$ cat src/rtl/vga_frame_decoder.sv
// Receive-side VGA timing/glyph checker: locks to the generator's sync timing,
// recovers pixel coordinates and decodes the 8x16 glyph window. Macro VGA_DEC_ERR_CNT_EN enables the lock-loss counter.
module vga_frame_decoder #(
  parameter int TOTAL_WIDTH   = 800,
  parameter int TOTAL_HEIGHT  = 525,
  parameter int H_SYNC_COLUMN = 704,
  parameter int V_SYNC_LINE   = 523,
  parameter int WIN_X         = 50,
  parameter int WIN_Y         = 50,
  parameter int LOCK_LINES    = 4,
  parameter int ACT_X0        = 50,
  parameter int ACT_X1        = 689,
  parameter int ACT_Y0        = 33,
  parameter int ACT_Y1        = 512
) (
  input  logic        i_clk,
  input  logic        i_rst,
  input  logic        i_h_sync,
  input  logic        i_v_sync,
  input  logic        i_led_in,
  output logic [11:0] o_col,
  output logic [11:0] o_row,
  output logic        o_pix_valid,
  output logic        o_locked,
  output logic [7:0]  o_letter_code,
  output logic        o_letter_valid,
  output logic [7:0]  o_sync_err_cnt
);

  typedef enum logic [1:0] {SEARCH, MEASURE, LOCKED} state_t;

  localparam logic [0:9][7:0] GLYPH_A = {8'h10, 8'h38, 8'h6C, 8'hC6, 8'hC6, 8'hFE, 8'hFE, 8'hC6, 8'hC6, 8'hC6};
  localparam logic [0:9][7:0] GLYPH_Q = {8'hFC, 8'hFE, 8'hC6, 8'hC6, 8'hC6, 8'hC6, 8'hD6, 8'hFE, 8'h6C, 8'h06};
  localparam logic [0:9][7:0] GLYPH_I = {8'hFE, 8'hFE, 8'h30, 8'h30, 8'h30, 8'h30, 8'h30, 8'h30, 8'hFE, 8'hFE};
  localparam logic [11:0] CNT_SAT = 12'hFFE;

  logic        r_hs, r_vs, r_px, r_hs_d, r_vs_d, r_px_s;
  logic [11:0] r_col, r_row, r_line_cnt, r_vlines;
  state_t      r_state, w_state_nxt;
  logic [7:0]  r_good, w_good_nxt;
  logic        r_first_v, w_first_nxt;
  logic [15:0][7:0] r_cap, w_cap_fin;
  logic [7:0]  r_code, w_code;
  logic        r_lv;

  logic        w_h_edge, w_v_edge, w_col_wrap, w_line_ok, w_frame_ok;
  logic [11:0] w_line_len, w_frame_lines;
  logic        w_in_win, w_last;
  logic [3:0]  w_r;
  logic [2:0]  w_c;

  function automatic logic [7:0] glyph_row(input logic [1:0] g, input logic [3:0] r);
    logic [7:0] v;
    logic [3:0] idx;
    v   = 8'h00;
    idx = r - 4'd2;
    if (r >= 4'd2 && r <= 4'd11) begin
      case (g)
        2'd0:    v = GLYPH_A[idx];
        2'd1:    v = GLYPH_Q[idx];
        default: v = GLYPH_I[idx];
      endcase
    end
    return v;
  endfunction

  // Two-stage input path: col/row are produced from the first stage, so px is delayed once more to line up.
  always_ff @(posedge i_clk) begin
    if (i_rst) begin
      r_hs <= 1'b0; r_vs <= 1'b0; r_px <= 1'b0;
      r_hs_d <= 1'b0; r_vs_d <= 1'b0; r_px_s <= 1'b0;
    end else begin
      r_hs <= i_h_sync; r_vs <= i_v_sync; r_px <= i_led_in;
      r_hs_d <= r_hs; r_vs_d <= r_vs; r_px_s <= r_px;
    end
  end

  assign w_h_edge      = r_hs_d & ~r_hs;
  assign w_v_edge      = r_vs_d & ~r_vs;
  assign w_col_wrap    = !w_h_edge && (r_col == 12'(TOTAL_WIDTH - 1));
  assign w_line_len    = r_line_cnt + 12'd1;
  assign w_frame_lines = r_vlines + {11'd0, w_h_edge};
  assign w_line_ok     = (w_line_len == 12'(TOTAL_WIDTH));
  assign w_frame_ok    = (w_frame_lines == 12'(TOTAL_HEIGHT));

  always_ff @(posedge i_clk) begin
    if (i_rst) begin
      r_col <= '0; r_row <= '0; r_line_cnt <= '0; r_vlines <= '0;
    end else begin
      if (w_h_edge)        r_col <= 12'(H_SYNC_COLUMN);
      else if (w_col_wrap) r_col <= '0;
      else                 r_col <= r_col + 12'd1;

      if (w_v_edge)        r_row <= 12'(V_SYNC_LINE);
      else if (w_col_wrap) r_row <= (r_row == 12'(TOTAL_HEIGHT - 1)) ? 12'd0 : r_row + 12'd1;

      if (w_h_edge)                  r_line_cnt <= '0;
      else if (r_line_cnt != CNT_SAT) r_line_cnt <= r_line_cnt + 12'd1;

      if (w_v_edge)                               r_vlines <= {11'd0, w_h_edge};
      else if (w_h_edge && r_vlines != CNT_SAT)   r_vlines <= r_vlines + 12'd1;
    end
  end

  always_comb begin
    w_state_nxt = r_state;
    w_good_nxt  = r_good;
    w_first_nxt = r_first_v;
    case (r_state)
      SEARCH: begin
        w_good_nxt = '0;
        if (w_h_edge) w_state_nxt = MEASURE;
      end
      MEASURE: begin
        if (w_h_edge && !w_line_ok) begin
          w_state_nxt = SEARCH;
          w_good_nxt  = '0;
        end else begin
          if (w_h_edge && r_good != 8'hFF) w_good_nxt = r_good + 8'd1;
          if (w_v_edge && r_good >= 8'(LOCK_LINES)) begin
            w_state_nxt = LOCKED;
            w_first_nxt = 1'b1;
          end
        end
      end
      LOCKED: begin
        // The frame length seen at the first V edge after lock spans the acquisition period, so it is not judged.
        if ((w_h_edge && !w_line_ok) || (w_v_edge && !w_frame_ok && !r_first_v)) begin
          w_state_nxt = SEARCH;
          w_good_nxt  = '0;
        end else if (w_v_edge) begin
          w_first_nxt = 1'b0;
        end
      end
      default: w_state_nxt = SEARCH;
    endcase
  end

  always_ff @(posedge i_clk) begin
    if (i_rst) begin
      r_state <= SEARCH; r_good <= '0; r_first_v <= 1'b0;
    end else begin
      r_state <= w_state_nxt; r_good <= w_good_nxt; r_first_v <= w_first_nxt;
    end
  end

  assign w_in_win = (r_state == LOCKED) &&
                    (r_row >= 12'(WIN_Y)) && (r_row <= 12'(WIN_Y + 15)) &&
                    (r_col >= 12'(WIN_X)) && (r_col <= 12'(WIN_X + 7));
  assign w_last   = w_in_win && (r_row == 12'(WIN_Y + 15)) && (r_col == 12'(WIN_X + 7));
  assign w_r      = 4'(r_row - 12'(WIN_Y));
  assign w_c      = 3'(r_col - 12'(WIN_X));

  always_comb begin
    w_cap_fin        = r_cap;
    w_cap_fin[15][0] = r_px_s;
  end

  always_comb begin
    logic hit;
    w_code = 8'h3F;
    hit    = 1'b0;
    for (int g = 0; g < 3; g++) begin
      hit = 1'b1;
      for (int r = 0; r < 16; r++)
        if (w_cap_fin[r] != glyph_row(2'(g), 4'(r))) hit = 1'b0;
      if (hit) w_code = (g == 0) ? 8'h41 : (g == 1) ? 8'h51 : 8'h49;
    end
  end

  // Leaving LOCKED throws away any partial window so a stale glyph can never be reported.
  always_ff @(posedge i_clk) begin
    if (i_rst || r_state != LOCKED) r_cap <= '0;
    else if (w_in_win)              r_cap[w_r][3'd7 - w_c] <= r_px_s;
  end

  always_ff @(posedge i_clk) begin
    if (i_rst) begin
      r_code <= 8'h00; r_lv <= 1'b0;
    end else begin
      r_lv <= w_last;
      if (w_last) r_code <= w_code;
    end
  end

`ifdef VGA_DEC_ERR_CNT_EN
  logic [7:0] r_err;
  logic       w_lock_loss;
  assign w_lock_loss = (r_state == LOCKED) && (w_state_nxt == SEARCH);
  always_ff @(posedge i_clk) begin
    if (i_rst)                            r_err <= '0;
    else if (w_lock_loss && r_err != 8'hFF) r_err <= r_err + 8'd1;
  end
  assign o_sync_err_cnt = r_err;
`else
  assign o_sync_err_cnt = 8'h00;
`endif

  assign o_col          = r_col;
  assign o_row          = r_row;
  assign o_locked       = (r_state == LOCKED);
  assign o_pix_valid    = o_locked &&
                          (r_col >= 12'(ACT_X0)) && (r_col <= 12'(ACT_X1)) &&
                          (r_row >= 12'(ACT_Y0)) && (r_row <= 12'(ACT_Y1));
  assign o_letter_code  = r_code;
  assign o_letter_valid = r_lv;

endmodule

$ cat config.mk
export PLATFORM = sky130hd
export DESIGN_NAME = vga_frame_decoder
export DESIGN_NICKNAME = d
export VERILOG_FILES = /design/src/rtl/vga_frame_decoder.sv
export SDC_FILE = /design/constraint.sdc
export NUM_CORES = 1
export LEC_CHECK = 0
export CORE_MARGIN = 3
export CORE_UTILIZATION = 60
export CTS_CLUSTER_SIZE = 24
export DETAILED_ROUTE_END_ITERATION = 16
export PLACE_DENSITY = 0.76
export SKIP_LAST_GASP = 1
export SLEW_MARGIN = 20
export SYNTH_ARGS = -nofsm -noshare
export SYNTH_HDL_FRONTEND = slang
export SYNTH_SLANG_ARGS = --single-unit
export TNS_END_PERCENT = 20
$ cat constraint.sdc
create_clock -name i_clk -period 7.8 [get_ports i_clk]
set_clock_uncertainty 0.05 [all_clocks]
set_input_delay 1.56 -clock i_clk [delete_from_list [all_inputs] [get_ports i_clk]]
set_output_delay 1.56 -clock i_clk [all_outputs]
set_load 0.02 [all_outputs]
== Yosys cells after proc, flatten, opt, wreduce, memory -nomap -nowiden ==
Cells that the tools add are included.
Cells by class
  add/subtract/negate cells: 9
  magnitude comparators: 12
  equal/unequal tests: 47
  muxes and demuxes: 73
  bitwise operators: 4
  reduce and logical (&&, ||, !) cells: 42
Operators with widths (count)
  != test 8 bit (second input constant): 17
  bitwise mux 128 bit: 1
  != test 8 x 6 -> 1 bit (second input constant): 7
  2-to-1 mux 1 bit: 51
  adder 12 x 1 -> 12 bit (second input constant): 4
  == test 12 x 10 -> 1 bit (second input constant): 4
  2-to-1 mux 8 bit: 6
  nonzero test 8 bit: 6
  2-to-1 mux 10 bit: 4
  greater-or-equal comparator 12 x 6 -> 1 bit (second input constant): 3
  demux 8 bit (select 4 bit): 1
  <= comparator 12 x 10 -> 1 bit (second input constant): 2
  != test 12 bit (second input constant): 2
  one-hot mux 8 bit (3 select lines): 1
  logical AND 1 bit: 19
  != test 8 x 7 -> 1 bit (second input constant): 2
  adder 12 x 1 -> 12 bit: 1
  == test 12 x 6 -> 1 bit (second input constant): 1
  == test 12 x 7 -> 1 bit (second input constant): 1
  <= comparator 12 x 6 -> 1 bit (second input constant): 1
  <= comparator 12 x 7 -> 1 bit (second input constant): 1
  2-to-1 mux 12 bit: 1
  != test 2 bit (second input constant): 5
  adder 8 x 1 -> 8 bit (second input constant): 1
  other kinds (30): 45
Storage, ports and cells
  flip-flop bits (word level): 202
  bits of input ports: 5
  output and inout port bits: 43
  logic and storage cells: 221

== Logic depth before layout (Yosys ltp) ==
Gate-level depths: netlist of the first run.
  word-level depth: 20
  depth in mapped cells: 12
  mapped depth without buffers: 11

== Worst setup path after synthesis of the first run ==
Ideal clock, no wire load.
  path type: flip-flop to output port
  from: register r_row[6], in the netlist o_row[6]
  to: output port o_pix_valid
  arrival: 2457 ps
  required time: 6190 ps
  path slack: 3733 ps
  stages on the path, launching flop included: 6
  buffers on the path: 1
  cell sequence: dfxtp_1 clkbuf_1 or4_1 nor4_1 a31oi_1 a2111oi_0
Between the ends
  word-level cells in the longest chain between the ends: 3
  elaborated cells on any way between the ends: 4
  those cells by class: order compare (2); reduce/logical (2)
Ends and longest elaborated chain
  from (decl): line 38  | logic [11:0] r_col, r_row, r_line_cnt, r_vlines;
  from (signal assigned): line 94  | if (w_v_edge) r_row <= 12'(V_SYNC_LINE);
  from (signal assigned): line 95  | else if (w_col_wrap) r_row <= (r_row == 12'(TOTAL_HEIGHT - 1)) ? 12'd0 : r_row + 12'd1;
  greater-or-equal comparator 12 x 6 -> 1 bit: line 204  | (r_row >= 12'(ACT_Y0)) && (r_row <= 12'(ACT_Y1));
  logical AND 1 bit: line 203  | (r_col >= 12'(ACT_X0)) && (r_col <= 12'(ACT_X1)) &&
  logical AND 1 bit (*): line 204
  to (decl): line 23  | output logic o_pix_valid,
Mark *: on every way between the ends. The rest lies on a longest branch, timed or not.

== Worst setup path after layout of the first run ==
Same ends and word-level chain as after synthesis.

==> results.ini, run 1 <==
[clock_network]
clk_path_buf_depth=2
cts-root-buf=clkbuf_16
cts_setup_buffers=0
cts_tree=done
htree_levels=4
clock_latency_ns=0.43
cts_hold_buf=0
numCtsBuffers=17
post_cts_resized=0
clk_pin_slew_ns=0.07
cts.sinks=198

[detailed_routing]
dr.pass1.iters=5
vias_per_cell=5.92
drt-initial-drc-count=754
wl_mm=24.3
ant_nets=0
drt-wirelength-per-cell_um=16.2
vias=8910
drc=0

[timing]
rsz0062_at_grt=false
holdWs_ns=0.404
tightest_slew_ns=1.04
hold_viol=0
setup_viol=0
fin_setup_tns_ns=0
maxSlewHeadroom_pct=30.1
maxSlewViolCount=0
finalCritPeriodShare_pct=57.1
clock.fmax_mhz=225
layout_setup_ws_ns=3.35
min_period_ns=4.45

[setup_path]
cp_num_buf_inv=1
critPathSlowestCell=clkdlybuf4s50_1
cp.arrival_ns=2.84
worstPathCellList=or4_1 -> nor4_1 -> a31oi_1 -> a2111oi_0 -> clkdlybuf4s50_1
cp_slowest_stage_delay_ns=0.70
cp_top_family=simple AND/OR/NAND/NOR gates
cp_data_required_time_ns=6.19
start_kind=flip-flop
reg2reg_slack_ns=4.17
crit_type=flip-flop to output port
cp-end-kind=output port
path_max_fanout=9

[grt]
grtUsageMet2_pct=40.5
grtUsageTotal_pct=26.3
grtUsageMet1_pct=38.1
overflow=0
grtUsageMet3_pct=5.40
grt_pass1_vias=7750
grt_pass1_wl_mm=39.8
grt_max_degree=91
antenna_found_initial=0
top_usage_layer=met2

[synth]
synth_seq_cells=198
syn_area_mm2=0.0102
synthArstFlopShare_pct=0
synth_seq_area_share_pct=39.0
synth_ff_type=dfxtp_1
avgSynthCellArea_um2=7.83
synth-edff-count=0
syn_inst=1297
synth.distinct_cells=61
ys_warn_count=0

[layout]
fin_nets=1303
syn_to_final_growth_pct=7.57
instances_no_fill=1504
fin_util_pct=67.3
antenna_cells=0
design_area_mm2=0.0109
final_layout_size_suffix_gt1_share_pct=6.21

[run]
cap_violations=0

[die]
num_io_pins=48
die_h_um=136
core_mm2=0.0162
rows=46
dieArea_mm2=0.0185
start_util_pct=62.6
die_w_um=136

[place]
gp_congestion=0.881
pre_cts_ws_ns=3.67
io_buffer_count=38
placed_cells=1472
post_dp_cell_area_mm2=0.0103
hpwl_mm=15.3

[status]
status=complete, no violations

[pwr]
pwr_density_cell_mw_per_mm2=185
ir_drop_v=0.000236
leakagePower_nw=3.24
total_power_mw=2.03

[hold_path]
hold_path.class=flip-flop to flip-flop

==> area by class of cell <==
cell class / count / area (µm²)
Clock buffer: 18 / 429
Fill cell: 1379 / 5300
Timing Repair Buffer: 53 / 493
Tap cell: 216 / 270
Multi-Input combinational cell: 982 / 5530
Inverter: 23 / 86.3
Sequential cell: 198 / 3970
Clock inverter: 14 / 153
==> cells in the final DEF (no fill, tap or decap), types with 7 or more instances in the layout <==
| master | instances |
|---|---|
| nand3b_1 | 7 |
| nand4_1 | 19 |
| nor4b_1 | 12 |
| clkbuf_16 | 17 |
| nand3_1 | 155 |
| o21ai_0 | 21 |
| xnor2_1 | 21 |
| ha_1 | 23 |
| nand2b_1 | 10 |
| nor2_1 | 52 |
| a211oi_1 | 7 |
| and3_1 | 8 |
| buf_4 | 15 |
| nor3_1 | 13 |
| xor2_1 | 16 |
| inv_1 | 23 |
| clkdlybuf4s50_1 | 38 |
| dfxtp_1 | 197 |
| nor2b_1 | 9 |
| or4_1 | 9 |
| nand2_1 | 308 |
| a21oi_1 | 159 |
| nor4_1 | 34 |
| nor4_4 | 17 |
| conb_1 | 9 |
==> final timing paths <==
path / startpoint / endpoint / depth (start not counted)
worst min register to register: r_cap[24] / r_cap[24] / 2
worst min-delay path: r_cap[24] / r_cap[24] / 2
worst max register to register: r_hs / r_good[3] / 12
worst max-delay path: o_row[6] / o_pix_valid / 5
==> routing by layer <==
metal,wire length [µm],vias to the layer above
met4,362,0
met5,0,-
met2,11000,255
li1,-,4455
met1,11500,4174
met3,1450,26
==> tightest hold or removal path, cell delays in order (launching register included) <==
cell and delay [ns]:
dfxtp_1 0.31, nand2_1 0.05, a21oi_1 0.05
==> cell usage after synthesis (19+ instances only) <==
| master | count | area, µm² |
|---|---|---|
| nand4_1 | 19 | 119 |
| inv_1 | 23 | 86.3 |
| nor2_1 | 52 | 195 |
| nand3_1 | 155 | 776 |
| clkbuf_1 | 52 | 195 |
| dfxtp_1 | 198 | 3960 |
| buf_6 | 24 | 270 |
| o21ai_0 | 21 | 105 |
| nor4_1 | 34 | 213 |
| a21oi_1 | 159 | 796 |
| xnor2_1 | 21 | 184 |
| nand2_1 | 309 | 1160 |
| ha_1 | 23 | 288 |
==> kinds of logic (layout without fill, tap and decap cells) <==
logic type | after synthesis | count (layout) | synth area share, %
other cells | 1 | 9 | 0.0369
mux | 1 | 1 | 0.0985
compound gates | 223 | 223 | 12.6
simple gates | 689 | 689 | 35.0
flops | 198 | 198 | 39.0
fa+ha+maj | 23 | 23 | 2.83
buf+inv | 125 | 108 | 7.19
xor+xnor | 37 | 37 | 3.19
==> power by group <==
| group | internal (mW) | total (mW) | switching [mW] |
|---|---|---|---|
| clock | 0.476 | 0.873 | 0.396 |
| combinational | 0.0344 | 0.123 | 0.0883 |
| sequential | 1.02 | 1.03 | 0.0141 |
| total | 1.53 | 2.03 | 0.499 |
==> sequential cells by signal (all words and copies together), names as in the netlist <==
name	cells
o_row	12
r_vlines	12
r_hs	1
r_good	8
r_vs_d	1
r_state	2
r_px_s	1
r_cap	127
r_px	1
o_letter_valid	1
o_letter_code	5
o_col	12
r_first_v	1
r_hs_d	1
r_line_cnt	12
r_vs	1
Power figures use the tool's default switching activity.
==> run 2: changes to the inputs <==
clock period = 4.13 ns   (was 7.8 ns; I/O delays follow)
==> run 2 against run 1 <==
Hold slack lost 0.011 ns. Sequential share of layout area shrank 0.37 points. Cell area grew 1.0%. Largest cell class unchanged. Register-to-register slack lost 3.3 ns. Non-clock buffer count grew 13. Clock-buffer cell count grew 3. Die area is the same. Via count grew 1.2%. Critical endpoint unchanged. Utilization grew 0.70 points. Combinational power grew 91%. First-iteration DRC count grew 9.3%. Clock power grew 92%.
==> results.ini, run 2 (synthesized netlist as in run 1, its figures left out) <==
[detailed_routing]
vias_per_cell=5.95  ; was 5.92
ant_nets=0  ; unchanged
wl_met3_mm=1.49  ; was 1.45 mm
dr.pass1.iters=6  ; was 5
drt-wirelength-per-cell_um=15.9  ; was 16.2 µm
drt-initial-drc-count=824  ; was 754
wl_mm=24.2  ; was 24.3 mm
vias=9021  ; was 8910
drc=0  ; unchanged
wl_met2_mm=10.8  ; was 11.0 mm
highest_layer=met4  ; unchanged
met1_length_mm=11.4  ; was 11.5 mm

[clock_network]
numCtsBuffers=17  ; unchanged
cts.sinks=198  ; unchanged
cts_tree=done  ; unchanged
cts-root-buf=clkbuf_16  ; unchanged
post_cts_resized=0  ; unchanged
clk_path_buf_depth=2  ; unchanged
cts_setup_buffers=0  ; unchanged
cts_hold_buf=0  ; unchanged
clk_pin_slew_ns=0.07  ; about the same
clock_latency_ns=0.43  ; about the same
htree_levels=4  ; unchanged

[layout]
final_layout_size_suffix_gt1_share_pct=7.15  ; was 6.21%
syn_to_final_growth_pct=8.69  ; was 7.57%
largest_reg_flops=127  ; unchanged
antenna_cells=0  ; unchanged
final_cell_mix=nand2_1 (308), dfxtp_1 (197), a21oi_1 (159)  ; unchanged
layout_commonest_cell=nand2_1  ; unchanged
largest_register=r_cap  ; unchanged
fin_nets=1316  ; was 1303

[die]
core_mm2=0.0162  ; unchanged
dieArea_mm2=0.0185  ; unchanged
num_io_pins=48  ; unchanged
rows=46  ; unchanged
start_util_pct=62.6  ; unchanged
die_w_um=136  ; unchanged
die_h_um=136  ; unchanged

[timing]
fin_setup_tns_ns=0  ; unchanged
finalCritPeriodShare_pct=93.3
setup_viol=0  ; unchanged
tightest_slew_ns=0.931  ; was 1.04 ns
maxSlewViolCount=0  ; unchanged
holdWs_ns=0.393  ; was 0.404 ns
min_period_ns=3.85
hold_viol=0  ; unchanged
clock.fmax_mhz=259
maxSlewHeadroom_pct=37.4  ; was 30.1%
rsz0062_at_grt=false  ; unchanged

[status]
status=complete, no violations  ; unchanged

[grt]
grt_pass1_vias=8031  ; was 7750
antenna_found_initial=0  ; unchanged
grt_max_degree=89  ; was 91
overflow=0  ; unchanged
grt_pass1_wl_mm=40.3  ; was 39.8 mm
grtUsageTotal_pct=26.5  ; was 26.3%

[setup_path]
cp.arrival_ns=2.98  ; was 2.84 ns
start_kind=flip-flop  ; unchanged
crit_type=flip-flop to output port  ; unchanged
cp_data_required_time_ns=3.25  ; was 6.19 ns
critPathSlowestCell=clkdlybuf4s50_1  ; unchanged
worstPathCellList=inv_1 -> ha_1 -> nand3_1 -> nand2_1 -> a311o_1 -> a2111oi_0 -> clkdlybuf4s50_1  ; was or4_1 -> nor4_1 -> a31oi_1 -> a2111oi_0 -> clkdlybuf4s50_1
cp-end-kind=output port  ; unchanged
cp_slowest_stage_delay_ns=0.71  ; was 0.70 ns
path_max_fanout=7  ; was 9

[place]
gp_congestion=0.870  ; was 0.881
io_buffer_count=38  ; unchanged
hpwl_mm=15.4  ; was 15.3 mm

[run]
cap_violations=0  ; unchanged

[pwr]
p_comb_share_pct=6.1  ; about the same
switching_share_pct=24.1  ; was 24.6%
seqPwrFrac_pct=50.5  ; was 50.9%
intPower_mw=2.93  ; was 1.53 mW
leakagePower_nw=3.33  ; was 3.24 nW
pwr_density_cell_mw_per_mm2=350  ; was 185 mW/mm²
ir_drop_v=0.000269  ; was 0.000236 V
p_sw_mw=0.929  ; was 0.499 mW
p_clk_share_pct=43.5  ; was 43.1%

[hold_path]
hold_path.class=flip-flop to flip-flop  ; unchanged

run 2: cell count changes in the layout (fill, tap and decap cells not counted):
| cell | delta |
|---|---|
| buf_4 | +12 |
| buf_8 | +1 |
| clkbuf_8 | +3 |
| clkinv_2 | +2 |
| clkinv_4 | -2 |
| clkinvlp_4 | -3 |
| inv_6 | +1 |
| inv_8 | -1 |
run 2: routing by layer:
layer | vias to the layer above | track usage, %
met2 | 289 | 40.5
met1 | 4223 | 37.9
met3 | 27 | 5.55
li1 | 4482 | -
met5 | - | 0
met4 | 0 | 7.78
run 2: layout make-up:
class | count | area, µm²
Clock inverter | 11 | 120
Timing Repair Buffer | 66 | 598
Tap cell | 216 | 270
Fill cell | 1355 | 5190
Sequential cell | 198 | 3970
Inverter | 23 | 86.3
Clock buffer | 21 | 470
Multi-Input combinational cell | 982 | 5530
run 2: path summary, 6_finish.rpt:
kind / start / to / slack (ns) / depth (start not counted)
setup / recovery: o_row[1] / o_pix_valid / 0.28 / 7
hold / removal: r_px / r_px_s / 0.39 / 1
setup reg to reg: r_hs / r_good[6] / 0.86 / 11
hold reg to reg: r_px / r_px_s / 0.39 / 1
run 2: per-stage QoR:
stage | total power, mW | setup WS [ns] | area [µm²] | util (%) | std cells
5_1_grt | 3.99 | 0.0739 | 11000 | 68.0 | 1517
3_3_place_gp | 2.22 | 0.801 | 10400 | 64.3 | 1484
4_1_cts | 3.87 | 0.241 | 11000 | 68.0 | 1516
3_5_place_dp | 2.22 | 0.757 | 10400 | 64.3 | 1484
2_1_floorplan | 2.17 | 0.797 | 10200 | - | 1305
6_report | 3.86 | 0.276 | 11000 | 68.0 | 1517
run 2: power by group through the flow:
stage / Combinational (mW) / Sequential [mW] / Clock, mW
5_1_grt: 0.254 / 1.95 / 1.78
3_5_place_dp: 0.230 / 1.99 / 0
3_3_place_gp: 0.228 / 1.99 / 0
4_1_cts: 0.230 / 1.95 / 1.70
2_1_floorplan: 0.185 / 1.99 / 0
6_report: 0.235 / 1.95 / 1.68
run 2: worst max-delay path: cells and delay by family, from the launching register on:
kind / cells / cell delay, ns
adder cells (fa/ha/maj): 1 / 0.23
flip-flops: 1 / 0.47
buffers and inverters: 2 / 0.88
AO/OA/AOI/OAI: 2 / 0.83
AND/OR/NAND/NOR: 2 / 0.14
